**config.mk**
```make
export PLATFORM = sky130hd
export DESIGN_NAME = aesl_deadlock_idx0_monitor
export DESIGN_NICKNAME = d
export VERILOG_FILES = /design/src/rtl/aesl_deadlock_pkg.sv /design/src/rtl/aesl_deadlock_stall_cnt.sv /design/src/rtl/aesl_deadlock_idx0_monitor.sv
export SDC_FILE = /design/constraint.sdc
export NUM_CORES = 1
export LEC_CHECK = 0
export ABC_AREA = 0
export ABC_CLOCK_PERIOD_IN_PS = 1400
export CAP_MARGIN = 15
export CORE_AREA = 2 2 39 41
export DETAILED_ROUTE_END_ITERATION = 6
export DIE_AREA = 0 0 41 43
export PLACE_DENSITY = 0.42
export RECOVER_POWER = 25
export SYNTH_ARGS = -nofsm -noshare
export SYNTH_HDL_FRONTEND = slang
export SYNTH_SLANG_ARGS = --single-unit
```
**constraint.sdc**
```tcl
create_clock -name clock -period 1.4 [get_ports clock]
set_input_delay 0.14 -clock clock [delete_from_list [all_inputs] [get_ports clock]]
set_output_delay 0.14 -clock clock [all_outputs]
set_load 0.01 [all_outputs]
```
**src/rtl/aesl_deadlock_pkg.sv**
```systemverilog
// Shared defaults and helpers for the kernel deadlock monitor.
// Constants only; no logic, no latency.
package aesl_deadlock_pkg;

   localparam int DEF_AXIS_NUM     = 4;
   localparam int DEF_IDLE_NUM     = 4;
   localparam int DEF_INST_NUM     = 1;
   localparam int DEF_STALL_CYCLES = 4;

   // Counter must be able to hold STALL_CYCLES itself (the saturation value).
   function automatic int cnt_width(input int stall_cycles);
      return $clog2(stall_cycles + 1);
   endfunction

endpackage

```
**src/rtl/aesl_deadlock_stall_cnt.sv**
```systemverilog
// Saturating stall counter with threshold compare; block is registered and rises
// STALL_CYCLES edges after stall rises. Sticky behaviour under AESL_DEADLOCK_STICKY_EN.
module aesl_deadlock_stall_cnt
   import aesl_deadlock_pkg::*;
#(
   parameter int STALL_CYCLES = DEF_STALL_CYCLES
) (
   input  logic i_clk,
   input  logic i_rst,
   input  logic i_stall,
   output logic o_block
);

   localparam int            CW  = cnt_width(STALL_CYCLES);
   localparam logic [CW-1:0] SAT = CW'(STALL_CYCLES);
   localparam logic [CW-1:0] ARM = CW'(STALL_CYCLES - 1);

   logic [CW-1:0] r_cnt;
   logic          r_block;
   logic          w_hit;

   // Once saturated the count sits at SAT, so both values keep block asserted.
   assign w_hit = i_stall && ((r_cnt == ARM) || (r_cnt == SAT));

   always_ff @(posedge i_clk) begin
      if (i_rst) begin
         r_cnt   <= '0;
         r_block <= 1'b0;
      end else begin
         if (!i_stall)
            r_cnt <= '0;
         else if (r_cnt != SAT)
            r_cnt <= r_cnt + 1'b1;
`ifdef AESL_DEADLOCK_STICKY_EN
         r_block <= r_block | w_hit;
`else
         r_block <= w_hit;
`endif
      end
   end

   assign o_block = r_block;

endmodule

```
**src/rtl/aesl_deadlock_idx0_monitor.sv**
```systemverilog
// Kernel deadlock monitor: flags block when some port/instance is blocked while the
// kernel is not fully idle for STALL_CYCLES edges. Optional macro: AESL_DEADLOCK_STICKY_EN.
module aesl_deadlock_idx0_monitor
   import aesl_deadlock_pkg::*;
#(
   parameter int AXIS_NUM     = DEF_AXIS_NUM,
   parameter int IDLE_NUM     = DEF_IDLE_NUM,
   parameter int INST_NUM     = DEF_INST_NUM,
   parameter int STALL_CYCLES = DEF_STALL_CYCLES
) (
   input  logic                clock,
   input  logic                reset,
   input  logic [AXIS_NUM-1:0] axis_block_sigs,
   input  logic [IDLE_NUM-1:0] inst_idle_sigs,
   input  logic [INST_NUM-1:0] inst_block_sigs,
   output logic                block
);

   logic w_any_blk;
   logic w_all_idle;
   logic w_stall;

   // A fully idle kernel has finished, so blocked handshakes there are not a deadlock.
   assign w_any_blk  = (|axis_block_sigs) | (|inst_block_sigs);
   assign w_all_idle = &inst_idle_sigs;
   assign w_stall    = w_any_blk & ~w_all_idle;

   aesl_deadlock_stall_cnt #(
      .STALL_CYCLES (STALL_CYCLES)
   ) u_stall_cnt (
      .i_clk   (clock),
      .i_rst   (reset),
      .i_stall (w_stall),
      .o_block (block)
   );

endmodule

```
==> metrics.yaml <==
outcome: "finished clean"
cts_max_path_buffers: 2
crit_end: "block"
hold_buffers: 0
drc: 0
wire_per_inst_um: 8.30
worst-setup-path-type: "flip-flop to output port"
slowest_delay_ns: 0.59
p_leak_nw: 0.136
rows: 14
rsz0062_at_grt: "no"
ys_warn_count: 0
hold_viol_final: 0
vias_per_cell: 4.19
crit_buf_inv: 1
avgSynthCellArea_um2: 8.65
cts.sinks: 4
r2r-start: "u_stall_cnt.r_cnt[0]"
root_buffer: "clkbuf_4"
fp.dieH_um: 43
numCtsBuffers: 3
dpl.hpwl_um: 376
r2r_slack_ns: 0.33
max_slew_margin_pct: 85.6
mostFrequentLayoutCell: "clkdlybuf4s50_1"
clkLatencyLatePin_ns: 0.23
grt_pass1_vias: 206
drive_above_1_share_pct: 13.5
grt_pass1_wl_um: 752
cp_max_fo: 1
overflow: 0
synth_compound_area_share_pct: 13.8
htree_levels: 1
dp.cells: 50
final-max-slew-violation-count: 0
dr.first_iter.drc_count: 6
netlist_area_um2: 199
max_clock_freq_mhz: 797
clkTransAtPathRegs_ns: 0.03
port-buffer-count: 11
yosysUniqueCellTypes: 13
dieArea_um2: 1760
synth_nets: 36
crit_slowest_cell: "dlygate4sd3_1"
dr.pass1.iters: 4
layout_common_cells: "clkdlybuf4s50_1 (10), dfxtp_1 (4), nand2_1 (3), nor2_1 (3), clkbuf_4 (3)"
cts_tree: "built"
setup_tns_ns: 0
min_path_type: "flip-flop to flip-flop"
synthMuxAreaShare_pct: 0
register_area_um2: 80.1
post_cts_buffers: 0
fin_crit_sh_pct: 89.6
crit_chain: "dlygate4sd3_1"
fin_cells: 53
cap_violations: 0
cp.required_ns: 1.26
ir_drop_v: 0.000491
power.density_nw_per_um2: 994
antenna_found_initial: 0
insertedDiodeCount: 0
synthCells: 23
fin_skew_ns: 0.00104
core_region_area_um2: 1380
dr_total_vias: 222
rr_endpoint: "u_stall_cnt.r_cnt[0]"
multi_input_comb_area_um2: 111
setup_viol: 0
synthSimpleGateAreaFrac_pct: 25.2
cts_resized: 0
tightest_slew_ns: 0.214
path_delay_family: "buffers and inverters"
synth_top_family_by_area: "simple AND/OR/NAND/NOR gates"
r2r_cells: 5
fp.dieW_um: 41
crit_cells: 1
n_fill_cell: 156
area_delta_synth_final_pct: 76.7
synth_seq_cells: 4
track_usage_pct: 7.23
startpoint_type: "flip-flop"
fin_nets: 52
crit_path_end_kind: "output port"
yosysSeqAreaShare_pct: 40.3
routed_wl_um: 440
period_minus_slack_ns: 1.25
yosys.area_share.adder_pct: 12.6
place_congestion: 0.697
start_util_pct: 14.4
io_pins: 12
arrival_ns: 1.11
critPathLaunch: "u_stall_cnt.o_block"
grt_max_degree: 6
synthXorXnorAreaFrac_pct: 4.40
postRouteAntennaNets: 0
## registers in the layout, indices dropped and copies added, names as in the netlist
name and count:
u_stall_cnt.o_block 1, u_stall_cnt.r_cnt 3
## cell usage after synthesis, drive strengths merged
master | number | share of area [%]
a21oi | 2 | 5.0
a41oi | 1 | 4.4
dfxtp | 4 | 40
ha | 2 | 13
inv | 2 | 3.8
nand2 | 3 | 5.7
nand2b | 1 | 3.1
nand3 | 1 | 2.5
nor2 | 3 | 5.7
nor3 | 1 | 2.5
o21ai | 1 | 4.4
or4 | 1 | 5.7
xnor2 | 1 | 4.4
## per-stage QoR
stage	util, %	hold WS (ns)	worst slack, ns	total power [W]	cell area, µm²
floorplan	-	0.316	0.391	0.000173	199
global placement	23.8	0.486	-0.0457	0.000210	329
detailed placement	23.8	0.490	-0.0667	0.000213	329
CTS	25.4	0.501	0.177	0.000355	352
global route	25.4	0.529	0.0982	0.000379	352
finish	25.4	0.501	0.145	0.000349	352
## cell type report
type,instances,area share (%)
clock buffers,3,6.41
inverters,2,2.14
multi-input cells,17,31.7
flip-flops and latches,4,22.8
well taps,16,5.69
repair buffers,11,31.3
## logic make-up after synthesis
family,Yosys count
compound gates,4
xor+xnor,1
fa+ha+maj,2
buf+inv,2
flops,4
simple gates,10
## where the power goes
| part | internal, W | switching [W] |
|---|---|---|
| sequential | 0.000127 | 0.00000947 |
| combinational | 0.0000460 | 0.0000292 |
| clock | 0.0000955 | 0.0000424 |
## worst min-delay path by stage
stage | start | endpoint | cells past startpoint
after floorplan | axis_block_sigs[1] | u_stall_cnt.r_cnt[0] | 2
after global placement | u_stall_cnt.r_cnt[1] | u_stall_cnt.r_cnt[1] | 2
after detailed placement | u_stall_cnt.r_cnt[1] | u_stall_cnt.r_cnt[1] | 2
after global routing | u_stall_cnt.r_cnt[1] | u_stall_cnt.r_cnt[1] | 2
after CTS | u_stall_cnt.r_cnt[1] | u_stall_cnt.r_cnt[1] | 2
final | u_stall_cnt.r_cnt[1] | u_stall_cnt.r_cnt[1] | 2
## per-layer routing
metal / GRT usage, % / part of all wire (%) / vias up
li1: - / - / 107
met2: 8.13 / 49 / 19
met5: 0 / 0 / -
met1: 8.04 / 33 / 96
met4: 4.00 / 0 / 0
met3: 7.85 / 18 / 0
No activity file was read; power rests on OpenSTA's default activity.
